==> config.mk <==
export PLATFORM = sky130hd
export DESIGN_NAME = mult_rs
export DESIGN_NICKNAME = d
export VERILOG_FILES = /design/src/rtl/mult_rs.sv
export SDC_FILE = /design/constraint.sdc
export NUM_CORES = 1
export LEC_CHECK = 0
export BUFFER_PORTS_ARGS = -buffer_cell sky130_fd_sc_hd__buf_2
export CORE_UTILIZATION = 45
export DETAILED_ROUTE_END_ITERATION = 7
export SYNTH_ARGS = -nofsm -noshare
export SYNTH_HDL_FRONTEND = slang
export SYNTH_SLANG_ARGS = --single-unit
==> constraint.sdc <==
create_clock -name clk -period 3.8 [get_ports clk]
set_input_delay 0.19 -clock clk [delete_from_list [all_inputs] [get_ports clk]]
set_output_delay 0.19 -clock clk [all_outputs]
set_load 0.005 [all_outputs]
==> src/rtl/mult_rs.sv <==
// Four-entry reservation station for the multiply unit: captures operands at dispatch or from the CDB,
// and issues the oldest ready op into the multiply FU with a mandatory idle cycle after each issue.
module mult_rs #(
    parameter int DEPTH = 4
) (
    input  logic        clk,
    input  logic        rst,
    input  logic        flush,
    input  logic        dispatch_valid,
    output logic        dispatch_ready,
    input  logic [7:0]  d_operand,
    input  logic [1:0]  d_src_ready,
    input  logic [7:0]  d_src_tag,
    input  logic [15:0] d_src_val,
    input  logic [7:0]  d_wbs,
    input  logic [7:0]  d_flags,
    input  logic [3:0]  d_robid,
    input  logic        cdb_valid,
    input  logic [3:0]  cdb_id,
    input  logic [7:0]  cdb_val,
    input  logic        fu_busy,
    output logic        issue_transmit,
    output logic [7:0]  issue_operand,
    output logic [15:0] issue_depvals,
    output logic [7:0]  issue_wbs,
    output logic [7:0]  issue_flags,
    output logic [3:0]  issue_robid,
    output logic [2:0]  occupancy
);

    localparam int IW = $clog2(DEPTH);

    logic [DEPTH-1:0] valid_q, valid_d;
    logic [7:0]       op_q    [DEPTH];
    logic [7:0]       op_d    [DEPTH];
    logic [7:0]       wbs_q   [DEPTH];
    logic [7:0]       wbs_d   [DEPTH];
    logic [7:0]       flags_q [DEPTH];
    logic [7:0]       flags_d [DEPTH];
    logic [3:0]       robid_q [DEPTH];
    logic [3:0]       robid_d [DEPTH];
    logic [1:0]       rdy_q   [DEPTH];
    logic [1:0]       rdy_d   [DEPTH];
    logic [3:0]       tag_q   [DEPTH][2];
    logic [3:0]       tag_d   [DEPTH][2];
    logic [7:0]       val_q   [DEPTH][2];
    logic [7:0]       val_d   [DEPTH][2];
    // older_q[j][i] = 1 when entry j was dispatched before entry i
    logic [DEPTH-1:0] older_q [DEPTH];
    logic [DEPTH-1:0] older_d [DEPTH];
    logic [2:0]       occ_q, occ_d;

    logic             issue_transmit_q;
    logic [7:0]       issue_operand_q;
    logic [15:0]      issue_depvals_q;
    logic [7:0]       issue_wbs_q;
    logic [7:0]       issue_flags_q;
    logic [3:0]       issue_robid_q;

    logic [DEPTH-1:0] eligible;
    logic             sel_found;
    logic [IW-1:0]    sel_idx;
    logic             older_blk;
    logic             free_found;
    logic [IW-1:0]    free_idx;
    logic             issue_fire;
    logic             disp_fire;

    assign dispatch_ready = ~&valid_q;
    assign issue_fire     = sel_found && !fu_busy && !issue_transmit_q && !flush;
    assign disp_fire      = dispatch_valid && dispatch_ready && !flush;

    always_comb begin
        eligible = '0;
        for (int i = 0; i < DEPTH; i++) begin
            eligible[i] = valid_q[i] && (rdy_q[i] == 2'b11);
        end
    end

    // An eligible entry wins when no other eligible entry is older than it
    always_comb begin
        sel_found = 1'b0;
        sel_idx   = '0;
        older_blk = 1'b0;
        for (int i = 0; i < DEPTH; i++) begin
            older_blk = 1'b0;
            for (int j = 0; j < DEPTH; j++) begin
                if (eligible[j] && older_q[j][i]) begin
                    older_blk = 1'b1;
                end
            end
            if (eligible[i] && !older_blk && !sel_found) begin
                sel_found = 1'b1;
                sel_idx   = IW'(i);
            end
        end
    end

    always_comb begin
        free_found = 1'b0;
        free_idx   = '0;
        for (int i = 0; i < DEPTH; i++) begin
            if (!valid_q[i] && !free_found) begin
                free_found = 1'b1;
                free_idx   = IW'(i);
            end
        end
    end

    always_comb begin
        valid_d = valid_q;
        op_d    = op_q;
        wbs_d   = wbs_q;
        flags_d = flags_q;
        robid_d = robid_q;
        rdy_d   = rdy_q;
        tag_d   = tag_q;
        val_d   = val_q;
        older_d = older_q;
        occ_d   = '0;

        for (int i = 0; i < DEPTH; i++) begin
            for (int s = 0; s < 2; s++) begin
                if (cdb_valid && valid_q[i] && !rdy_q[i][s] && (tag_q[i][s] == cdb_id)) begin
                    rdy_d[i][s] = 1'b1;
                    val_d[i][s] = cdb_val;
                end
            end
        end

        if (issue_fire) begin
            valid_d[sel_idx] = 1'b0;
        end

        if (disp_fire && free_found) begin
            valid_d[free_idx] = 1'b1;
            op_d[free_idx]    = d_operand;
            wbs_d[free_idx]   = d_wbs;
            flags_d[free_idx] = d_flags;
            robid_d[free_idx] = d_robid;
            for (int s = 0; s < 2; s++) begin
                tag_d[free_idx][s] = d_src_tag[s*4 +: 4];
                if (d_src_ready[s]) begin
                    rdy_d[free_idx][s] = 1'b1;
                    val_d[free_idx][s] = d_src_val[s*8 +: 8];
                end else if (cdb_valid && (cdb_id == d_src_tag[s*4 +: 4])) begin
                    rdy_d[free_idx][s] = 1'b1;
                    val_d[free_idx][s] = cdb_val;
                end else begin
                    rdy_d[free_idx][s] = 1'b0;
                    val_d[free_idx][s] = '0;
                end
            end
            // Every entry currently held (including one issuing now) is older than the newcomer
            older_d[free_idx] = '0;
            for (int j = 0; j < DEPTH; j++) begin
                older_d[j][free_idx] = valid_q[j];
            end
        end

        if (flush) begin
            valid_d = '0;
        end

        for (int i = 0; i < DEPTH; i++) begin
            occ_d = occ_d + 3'(valid_d[i]);
        end
    end

    always_ff @(posedge clk) begin
        if (!rst) begin
            valid_q          <= '0;
            occ_q            <= '0;
            issue_transmit_q <= 1'b0;
            issue_operand_q  <= '0;
            issue_depvals_q  <= '0;
            issue_wbs_q      <= '0;
            issue_flags_q    <= '0;
            issue_robid_q    <= '0;
            for (int i = 0; i < DEPTH; i++) begin
                op_q[i]    <= '0;
                wbs_q[i]   <= '0;
                flags_q[i] <= '0;
                robid_q[i] <= '0;
                rdy_q[i]   <= '0;
                older_q[i] <= '0;
                for (int s = 0; s < 2; s++) begin
                    tag_q[i][s] <= '0;
                    val_q[i][s] <= '0;
                end
            end
        end else begin
            valid_q          <= valid_d;
            occ_q            <= occ_d;
            op_q             <= op_d;
            wbs_q            <= wbs_d;
            flags_q          <= flags_d;
            robid_q          <= robid_d;
            rdy_q            <= rdy_d;
            tag_q            <= tag_d;
            val_q            <= val_d;
            older_q          <= older_d;
            issue_transmit_q <= issue_fire;
            if (issue_fire) begin
                issue_operand_q <= op_q[sel_idx];
                issue_depvals_q <= {val_q[sel_idx][1], val_q[sel_idx][0]};
                issue_wbs_q     <= wbs_q[sel_idx];
                issue_flags_q   <= flags_q[sel_idx];
                issue_robid_q   <= robid_q[sel_idx];
            end
        end
    end

    assign issue_transmit = issue_transmit_q;
    assign issue_operand  = issue_operand_q;
    assign issue_depvals  = issue_depvals_q;
    assign issue_wbs      = issue_wbs_q;
    assign issue_flags    = issue_flags_q;
    assign issue_robid    = issue_robid_q;
    assign occupancy      = occ_q;

endmodule

==> results of run 1 <==
-- metal layers --
metal / global-route usage, % / vias to the layer above / wire length [um]
met3: 3.047 / 62 / 2149
met5: 0 / - / 0
met2: 43.92 / 359 / 17740
met4: 7.403 / 0 / 919
met1: 35.02 / 5534 / 17140
li1: - / 5673 / -
-- kinds of logic (layout without fill, tap and decap cells) --
logic type	after synthesis	count (layout)	share of synthesized area, %
flops	284	284	44.52
simple gates	551	551	18.27
mux	72	72	5.918
compound gates	475	475	23.11
buf+inv	153	245	5.075
fa+ha+maj	3	3	0.3527
xor+xnor	40	40	2.743
-- stage by stage --
| step | hold slack (ns) | total power [mW] | area, sq um | instances | util [%] |
|---|---|---|---|---|---|
| 5_1_grt | 0.03432 | 6.722 | 14930 | 2048 | 53.58 |
| 2_1_floorplan | 0.2693 | 3.336 | 12770 | 1578 | - |
| 3_5_place_dp | 0.4467 | 3.487 | 13510 | 1956 | 48.50 |
| 3_3_place_gp | 0.4413 | 3.483 | 13510 | 1956 | 48.50 |
| 4_1_cts | 0.01274 | 6.560 | 14930 | 2048 | 53.58 |
| 6_report | 0.04337 | 6.498 | 14930 | 2048 | 53.58 |
-- worst register-to-register path: stages, from the launching register on --
cell and delay [ns]:
dfxtp_1 0.69, nand4_1 0.25, and4_4 0.25, a21o_1 0.19, or3_4 0.40, a31oi_4 0.20
fa_1 0.44, inv_1 0.07, ha_1 0.14, ha_1 0.22, and2_1 0.15
-- final cells by class --
class	count	area [sq um]	share of cell area (%)
Multi-Input combinational cell	1141	6495	43.52
Sequential cell	284	5685	38.09
Timing Repair Buffer	184	1199	8.031
Clock buffer	47	945.9	6.337
Tap cell	378	473.0	3.169
Clock inverter	8	97.59	0.6539
Inverter	6	30.03	0.2012
-- path summary, 6_finish.rpt --
check	from	end	slack, ns	depth (start not counted)
setup / recovery	valid_q[3]$_SDFF_PN0_	occupancy[1]$_SDFF_PN0_	0.71	10
hold / removal	d_src_val[14]	val_q[54]$_SDFF_PN0_	0.04	3
setup reg to reg	valid_q[3]$_SDFF_PN0_	occupancy[1]$_SDFF_PN0_	0.71	10
hold reg to reg	op_q[15]$_SDFFE_PN0P_	op_q[15]$_SDFFE_PN0P_	0.45	2
-- cells in the final DEF (no fill, tap or decap), drive strengths merged, types with 3 or more instances in the layout --
| cell | synthesis | layout |
|---|---|---|
| and4b | 3 | 3 |
| and3 | 5 | 5 |
| nor4 | 3 | 3 |
| a22oi | 16 | 16 |
| nand2 | 355 | 355 |
| mux2i | 44 | 44 |
| xnor2 | 29 | 29 |
| or3 | 5 | 5 |
| inv | 6 | 8 |
| o22ai | 12 | 12 |
| xor2 | 11 | 11 |
| nand2b | 3 | 3 |
| clkinv | 0 | 4 |
| nand4 | 27 | 27 |
| o22a | 24 | 24 |
| buf | 45 | 147 |
| dlygate4sd3 | 0 | 37 |
| and2 | 5 | 5 |
| a31oi | 3 | 3 |
| nor2b | 4 | 4 |
| nand3 | 9 | 9 |
| a221oi | 46 | 46 |
| nor3 | 13 | 13 |
| nor2 | 110 | 110 |
| clkbuf | 102 | 47 |
| o21ai | 56 | 56 |
| dfxtp | 284 | 284 |
| a211oi | 69 | 69 |
| mux2 | 28 | 28 |
| a21oi | 236 | 236 |
| and4 | 4 | 4 |
-- flip-flops by register name, indices dropped and copies added, names as in the netlist, named ones only --
name / flops
flags_q: 32
issue_depvals: 16
issue_flags: 8
issue_operand: 8
issue_robid: 4
issue_transmit: 1
issue_wbs: 8
occupancy: 3
older_q: 12
op_q: 32
rdy_q: 8
robid_q: 16
tag_q: 32
val_q: 64
valid_q: 4
wbs_q: 32
-- timing repair --
item                                   4_1_cts  5_1_grt
resized for setup                            0        0
endpoints found under the hold margin      145        0
hold buffers                                37        0
-- power breakdown --
group | switching, mW | leakage (nW) | total [mW] | internal [mW]
Combinational | 0.258 | 2.78 | 0.408 | 0.150
Sequential | 0.0257 | 2.29 | 3.05 | 3.02
Clock | 1.21 | 0.520 | 3.04 | 1.84
Total | 1.49 | 5.60 | 6.50 | 5.01
==> impl_metrics.tcl, run 1 <==
set metrics [dict create \
    maximum_number_of_pins_on_one_net_before_global_route_repair 131 \
    register_bit_total_from_synthesis 284 \
    die_area_sq_um 29050 \
    track_usage_pct 26.08 \
    cells_taking_the_most_area_after_synthesis "dfxtp_1, nand2_1, a21oi_1" \
    crit_path_frequent_cell "ha_1" \
    number_of_antenna_violations_at_the_first_check_in_global_routing 0 \
    initial_core_util_pct 45.84 \
    die_span_x_um 170.5 \
    synth_top_cell_area_share_pct 44.52 \
    timing_worst_slew_pin_value_ns 1.056 \
    post-route-worst-setup-slack_ns 0.7106 \
    seq_total_area_yosys_pct 44.52 \
    critical_path.endpoint_type "register" \
    synthFlopType "dfxtp_1" \
    fin_setup_tns_ns 0 \
    critPathMaxStageDelay_ns 0.69 \
    fmax_mhz 323.7 \
    synthDominantAreaCellType "dfxtp_1" \
    cts_tree "yes" \
    path_buf_inv 1 \
    crit_path_cell_trace "nand4_1, and4_4, a21o_1, or3_4, a31oi_4, fa_1, inv_1, ha_1, ha_1, and2_1" \
    drt-vias-per-instance 5.678 \
    clock_tree.buffer_depth 3 \
    max_cap_violations 0 \
    top_level_ports 121 \
    vias_in_the_first_global_route 10770 \
    postRouteWirelength_um 37950 \
    core_footprint_sq_um 27860 \
    later_pin_clock_latency_in_the_skew_report_ns 0.56 \
    synth_cells 1578 \
    synth.most_common_cell "nand2_1" \
    finalClockSkew_ns 0.01947 \
    cts_max_level 1 \
    synth.distinct_cells 61 \
    placement.setup.worst_slack_ns 0.7572 \
    drive_above_1_share_pct 14.91 \
    crit_path_max_fanout 14 \
    syn2layout_area_growth_pct 16.88 \
    detail-route-antenna-nets 0 \
    hold_viol_final 0 \
    timing.critical_path.required_ns 4.26 \
    place_congestion 0.8721 \
    grt_overflow_total 0 \
    slowest_cell_on_the_critical_path "dfxtp_1" \
    synthesis.nets 1653 \
    post_cts_setup_buffers 0 \
    global_route_wire_length_before_repair_um 60010 \
    ys_top_cells_by_count "nand2_1, dfxtp_1, a21oi_1, nor2_1, clkbuf_1" \
    setup.worst_path.start_class "register" \
    worstSetupPathType "reg2reg" \
    cell_area_after_synthesis_sq_um 12770 \
    rsz0062_at_grt "false" \
    maxSlewHeadroom_pct 29.01 \
    critPathTopFamily "simple AND/OR/NAND/NOR gates" \
    report.final.slew_viol_count 0 \
    root_buffer "clkbuf_16" \
    result_of_the_run "finished, final reports clean" \
    finalCritPeriodShare_pct 81.30 \
    detail_route.wl_per_cell_um 18.53 \
    setup_viol_count_final 0 \
    nNetsFinal 1723 \
    synthesis.area_per_instance_sq_um 8.092 \
    vdd_ir_drop_max_mv 0.3249 \
    initialDrtViolationCount 809 \
    post-route-min-period_ns 3.089 \
    min-delay-path-class "in2reg" \
    first_pass_iteration_count_of_the_detailed_router 5 \
    layout_fillers 2680 \
    power_per_cell_area_nw_per_um2 435.4 \
    portBuffers 120 \
    rows 61 \
    synth_edf_count 0 \
    clk_pin_slew_worst_setup_hold_paths_ns 0.06 \
    routed-via-count 11630 \
    cts_sinks 284 \
    dp_hpwl_um 22610 \
    fp.dieH_um 170.5 \
    final_routed_drc_violation_total 0 \
    synth_warnings 0 \
    antenna-diode-count 0 \
    leakage_nw 5.597 \
    fraction_of_registers_with_async_set_reset_pct 0 \
    cts_made_buffers 31 \
    worstPathArrival_ns 3.55 \
]
Note: power is estimated with default switching activity, not from simulation.
==> inputs of run 2 (changes only) <==
--- a/config.mk
+++ b/config.mk
@@ -8,6 +8,7 @@
 export BUFFER_PORTS_ARGS = -buffer_cell sky130_fd_sc_hd__buf_2
 export CORE_UTILIZATION = 45
 export DETAILED_ROUTE_END_ITERATION = 7
+export PLACE_DENSITY = 0.66
 export SYNTH_ARGS = -nofsm -noshare
 export SYNTH_HDL_FRONTEND = slang
 export SYNTH_SLANG_ARGS = --single-unit
==> constraint.sdc (replaced) <==
create_clock -name clk -period 2.5 [get_ports clk]
set_input_delay 0.125 -clock clk [delete_from_list [all_inputs] [get_ports clk]]
set_output_delay 0.125 -clock clk [all_outputs]
set_load 0.005 [all_outputs]
==> impl_metrics.tcl, run 2 (same netlist as run 1, synthesis figures left out) <==
set metrics [dict create \
    maximum_number_of_pins_on_one_net_before_global_route_repair 77 \
    timing_worst_slew_pin_value_ns 0.7024 \
    r2r_setup_slk_ns -0.03 \
    initial_core_util_pct 45.84 \
    power.net_switching_mw 2.295 \
    leakage_nw 5.908 \
    worstPathArrival_ns 2.98 \
    dp_hpwl_um 23500 \
    drive_above_1_share_pct 17.88 \
    finalClockSkew_ns 0.009851 \
    first_pass_iteration_count_of_the_detailed_router 5 \
    violations_in_the_final_reports "negative setup slack" \
    maxSlewHeadroom_pct 53.06 \
    final_non_filler_cell_total 2113 \
    vias_in_the_first_global_route 11270 \
    hold_start "cdb_val[3]" \
    p_clk_share_pct 46.2 \
    comb_power_share_pct 6.9 \
    rr_worst_depth 10 \
    global_route_wire_length_before_repair_um 61400 \
    later_pin_clock_latency_in_the_skew_report_ns 0.56 \
    power_per_cell_area_nw_per_um2 633.2 \
    post_cts_setup_buffers 0 \
    layout.cells.most_common_list "nand2_1, dfxtp_1, a21oi_1, buf_2, nor2_1" \
    clk_pin_slew_worst_setup_hold_paths_ns 0.06 \
    min_delay_path_depth 3 \
    rows 61 \
    crit_path_cell_trace "and4b_1, and4_4, nand2_2, or3_4, a31oi_4, fa_1, inv_2, ha_4, ha_4, and2_4" \
    mostFrequentLayoutCell "nand2_1" \
    number_of_antenna_violations_at_the_first_check_in_global_routing 1 \
    drt-vias-per-instance 5.718 \
    syn2layout_area_growth_pct 21.95 \
    portBuffers 120 \
    critPathTopFamily "simple AND/OR/NAND/NOR gates" \
    postRouteWirelength_um 39050 \
    post-route-min-period_ns 2.526 \
    max_cap_violations 0 \
    detail_route.wl_per_cell_um 18.48 \
    cts_tree "yes" \
    register_bank_with_the_most_flops "val_q" \
    grt_overflow_total 0 \
    root_buffer "clkbuf_16" \
    hold_viol_final 0 \
    critical_path.endpoint_type "register" \
    fp.dieH_um 170.5 \
    r2r-start "rdy_q[0]$_SDFF_PN0_" \
    largest_reg_flops 64 \
    slowest_cell_on_the_critical_path "fa_1" \
    final_routed_drc_violation_total 0 \
    routed-via-count 12080 \
    power_frac_seq_pct 46.9 \
    clock_tree.buffer_depth 3 \
    initialDrtViolationCount 1185 \
    nNetsFinal 1785 \
    track_usage_pct 26.73 \
    timing.critical_path.required_ns 2.96 \
    top_level_ports 121 \
    rsz0062_at_grt "true" \
    crit_path_frequent_cell "ha_4" \
    core_footprint_sq_um 27860 \
    internal_power_mw 7.566 \
    path_buf_inv 1 \
    finalCritPeriodShare_pct 101.0 \
    power.switching_fraction_pct 23.28 \
    die_area_sq_um 29050 \
    worstSetupPathType "reg2reg" \
    min-delay-path-class "in2reg" \
    place_congestion 0.9381 \
    min_delay_worst_endpoint "val_q[59]$_SDFF_PN0_" \
    cts_made_buffers 31 \
    crit_path_max_fanout 4 \
    cts_max_level 1 \
    cts_sinks 284 \
    hold_slack_ns 0.01964 \
    setup.worst_path.start_class "register" \
    rr_endpoint "occupancy[1]$_SDFF_PN0_" \
    vdd_ir_drop_max_mv 0.4949 \
    setup_viol_count_final 1 \
    fmax_mhz 395.9 \
    report.final.slew_viol_count 0 \
    detail-route-antenna-nets 0 \
    post-route-worst-setup-slack_ns -0.02606 \
    total_power_mw 9.861 \
    result_of_the_run "finished, violations left" \
    placedCellCount 2004 \
    die_span_x_um 170.5 \
    critPathMaxStageDelay_ns 0.45 \
]
## run 2: worst max path at each step
stage	start	cells after the start	end
floorplan	valid_q[0]$_SDFF_PN0_	13	occupancy[1]$_SDFF_PN0_
global route	valid_q[3]$_SDFF_PN0_	10	occupancy[1]$_SDFF_PN0_
global placement	rdy_q[0]$_SDFF_PN0_	10	occupancy[1]$_SDFF_PN0_
detailed placement	rdy_q[0]$_SDFF_PN0_	10	occupancy[1]$_SDFF_PN0_
CTS	rdy_q[0]$_SDFF_PN0_	10	occupancy[1]$_SDFF_PN0_
finish	rdy_q[0]$_SDFF_PN0_	10	occupancy[1]$_SDFF_PN0_
## run 2: layout make-up
class / count / area [sq um]
Clock buffer: 45 / 868.3
Multi-Input combinational cell: 1141 / 6540
Clock inverter: 12 / 138.9
Antenna cell: 1 / 2.502
Inverter: 6 / 27.53
Sequential cell: 284 / 5698
Tap cell: 378 / 473.0
Timing Repair Buffer: 246 / 1824
Fill cell: 2574 / 12290
## run 2: worst reg2reg max path: cells and delay by family, from the launching register on
kind | cells | cell delay (ns)
AOI/OAI and AO/OA | 1 | 0.17
buffers and inverters | 1 | 0.08
and+or+nand+nor | 5 | 1.06
adders and majority gates | 3 | 0.76
DFF | 1 | 0.35
## run 2: timing repair
| item | 4_1_cts | 5_1_grt |
|---|---|---|
| resized for setup | 11 | 4 |
| pin swaps | 2 | 1 |
| endpoints found under the hold margin | 160 | 0 |
| endpoints found under the setup margin | 1 | 4 |
| hold buffers | 51 | 0 |
## run 2: metal layers
metal	share of wire [%]	vias to the layer above	global-route usage (%)
met3	6.2	63	3.209
met5	0	-	0
met2	47	452	45.85
li1	-	5815	-
met1	44	5752	34.81
met4	2.4	0	8.539
## run 2: power groups by stage
stage / Sequential [mW] / Clock, mW / Combinational (mW)
global route: 4.63 / 4.83 / 0.733
floorplan: 4.72 / 0 / 0.355
detailed placement: 4.73 / 0 / 0.606
CTS: 4.63 / 4.62 / 0.671
global placement: 4.72 / 0 / 0.599
finish: 4.63 / 4.55 / 0.678
## run 2: through the flow
step	worst slack [ns]	cell area (sq um)	util, %	setup TNS, ns
2_1_floorplan	-0.1757	12780	-	-0.2163
3_3_place_gp	-0.04055	14000	50.26	-0.04055
3_5_place_dp	-0.08814	14000	50.26	-0.08814
4_1_cts	-0.005319	15550	55.83	-0.005319
5_1_grt	-0.08198	15570	55.90	-0.08198
6_report	-0.02606	15570	55.90	-0.02606
==> inputs of run 3 (changes only) <==
--- a/config.mk
+++ b/config.mk
@@ -6,9 +6,9 @@
 export NUM_CORES = 1
 export LEC_CHECK = 0
 export BUFFER_PORTS_ARGS = -buffer_cell sky130_fd_sc_hd__buf_2
-export CORE_UTILIZATION = 45
+export CORE_UTILIZATION = 54
 export DETAILED_ROUTE_END_ITERATION = 7
-export PLACE_DENSITY = 0.66
+export PLACE_DENSITY = 0.77
 export SYNTH_ARGS = -nofsm -noshare
 export SYNTH_HDL_FRONTEND = slang
 export SYNTH_SLANG_ARGS = --single-unit
==> impl_metrics.tcl, run 3 (same netlist as run 1, synthesis figures left out) <==
set metrics [dict create \
    cts_sinks 284 \
    total_power_mw 9.954 \
    maxSlewHeadroom_pct 45.76 \
    rows 55 \
    setup.worst_path.start_class "register" \
    layout.cells.most_common_list "nand2_1, dfxtp_1, a21oi_1, buf_2, nor2_1" \
    internal_power_mw 7.631 \
    hold_viol_final 0 \
    min-delay-path-class "in2reg" \
    die_span_x_um 155.8 \
    hold_slack_ns 0.02747 \
    worstPathArrival_ns 2.95 \
    comb_power_share_pct 6.6 \
    power_per_cell_area_nw_per_um2 645.5 \
    power.net_switching_mw 2.323 \
    portBuffers 120 \
    syn2layout_area_growth_pct 20.76 \
    initialDrtViolationCount 1041 \
    worstSetupPathType "reg2reg" \
    report.final.slew_viol_count 0 \
    p_clk_share_pct 46.9 \
    final_core_util_pct 67.29 \
    place_congestion 0.9069 \
    timing_worst_slew_pin_value_ns 0.8119 \
    drt-vias-per-instance 5.893 \
    rsz0062_at_grt "true" \
    cts_tree "yes" \
    track_usage_pct 30.37 \
    cts_made_buffers 30 \
    cts_max_level 1 \
    fp.dieH_um 155.8 \
    postRouteWirelength_um 37210 \
    layout_fillers 1902 \
    detail_route.wl_per_cell_um 18.24 \
    antenna-diode-count 0 \
    setup_viol_count_final 1 \
    placement.setup.worst_slack_ns -0.09834 \
    fin_setup_tns_ns -0.009284 \
    root_buffer "clkbuf_16" \
    nNetsFinal 1778 \
    drive_above_1_share_pct 18.18 \
    clk_pin_slew_worst_setup_hold_paths_ns 0.06 \
    leakage_nw 5.863 \
    routed-via-count 12020 \
    final_routed_drc_violation_total 0 \
    global_route_wire_length_before_repair_um 59240 \
    violations_in_the_final_reports "negative setup slack" \
    die_area_sq_um 24270 \
    mostFrequentLayoutCell "nand2_1" \
    postLayoutCellArea_sq_um 15420 \
    critical_path.endpoint_type "register" \
    timing.critical_path.required_ns 2.94 \
    power_frac_seq_pct 46.5 \
    placedCellCount 1933 \
    finalClockSkew_ns 0.01237 \
    largest_reg_flops 64 \
    later_pin_clock_latency_in_the_skew_report_ns 0.55 \
    result_of_the_run "finished, violations left" \
    initial_core_util_pct 55.72 \
    final_non_filler_cell_total 2040 \
    detail-route-antenna-nets 0 \
    max_cap_violations 0 \
    number_of_antenna_violations_at_the_first_check_in_global_routing 0 \
    fmax_mhz 398.5 \
    vdd_ir_drop_max_mv 0.5944 \
    first_pass_iteration_count_of_the_detailed_router 6 \
    register_bank_with_the_most_flops "val_q" \
    clock_tree.buffer_depth 3 \
    post-route-worst-setup-slack_ns -0.009284 \
    vias_in_the_first_global_route 11430 \
    top_level_ports 121 \
    total_cell_area_at_the_placement_stage_sq_um 13800 \
    post-route-min-period_ns 2.509 \
    finalCritPeriodShare_pct 100.4 \
    dp_hpwl_um 22530 \
    crit_path_max_fanout 7 \
    maximum_number_of_pins_on_one_net_before_global_route_repair 78 \
    grt_overflow_total 0 \
    power.switching_fraction_pct 23.34 \
    core_footprint_sq_um 22920 \
]
[run 3: cell types whose count changed in the layout (fill, tap and decap cells not counted)]
cell,delta
inv_6,-1
clkbuf_1,-7
clkbuf_8,+3
inv_8,+1
dfxtp_2,+3
clkinvlp_4,+5
buf_12,-6
dfxtp_4,+1
clkinv_2,-2
dfxtp_1,-4
diode_2,-1
[run 3: final cells by class]
class	count	area (sq um)	area share (%)
timing repair buffer	240	1704	11.05
clock buffer	41	883.3	5.728
inverter	6	27.53	0.1785
clock inverter	15	168.9	1.095
multi-input combinational	1141	6540	42.41
tap	313	391.6	2.540
sequential	284	5705	37.00
[run 3: path summary, 6_finish.rpt]
| check | slack, ns | cells after the start | from | to |
|---|---|---|---|---|
| worst min-delay path | 0.03 | 3 | d_src_val[6] | val_q[62]$_SDFF_PN0_ |
| worst max register to register | -0.009 | 10 | valid_q[1]$_SDFF_PN0_ | occupancy[1]$_SDFF_PN0_ |
| worst min register to register | 0.45 | 2 | wbs_q[1]$_SDFFE_PN0P_ | wbs_q[1]$_SDFFE_PN0P_ |
| worst max-delay path | -0.009 | 10 | valid_q[1]$_SDFF_PN0_ | occupancy[1]$_SDFF_PN0_ |
[run 3: power groups by stage]
stage | clock (mW) | combinational, mW | sequential [mW]
CTS | 4.70 | 0.649 | 4.63
detailed placement | 0 | 0.582 | 4.73
global placement | 0 | 0.574 | 4.72
global route | 4.87 | 0.708 | 4.63
floorplan | 0 | 0.355 | 4.72
finish | 4.67 | 0.659 | 4.63
[run 3: repair_timing]
action,CTS,global route
gates resized for setup,14,6
pin swaps,2,0
hold buffers,51,0
endpoints found under the setup margin,1,3
endpoints found under the hold margin,160,0
buffers inserted,0,0
[run 3: per-layer routing]
metal | up-vias | routed length [um] | share of wire (%) | global-route usage (%)
li1 | 5805 | - | - | -
met1 | 5663 | 15380 | 41 | 37.77
met2 | 474 | 18200 | 49 | 53.98
met3 | 80 | 2498 | 6.7 | 3.222
met4 | 0 | 1133 | 3.0 | 11.25
met5 | - | 0 | 0 | 0
[run 3: worst max-delay path, stage by stage (launching register included)]
cell and delay (ns):
dfxtp_2 0.39, nand4_1 0.15, and4_4 0.21, a21o_1 0.16
or3_4 0.34, a31oi_4 0.16, fa_1 0.45, inv_2 0.08
ha_4 0.13, ha_4 0.18, and2_4 0.14
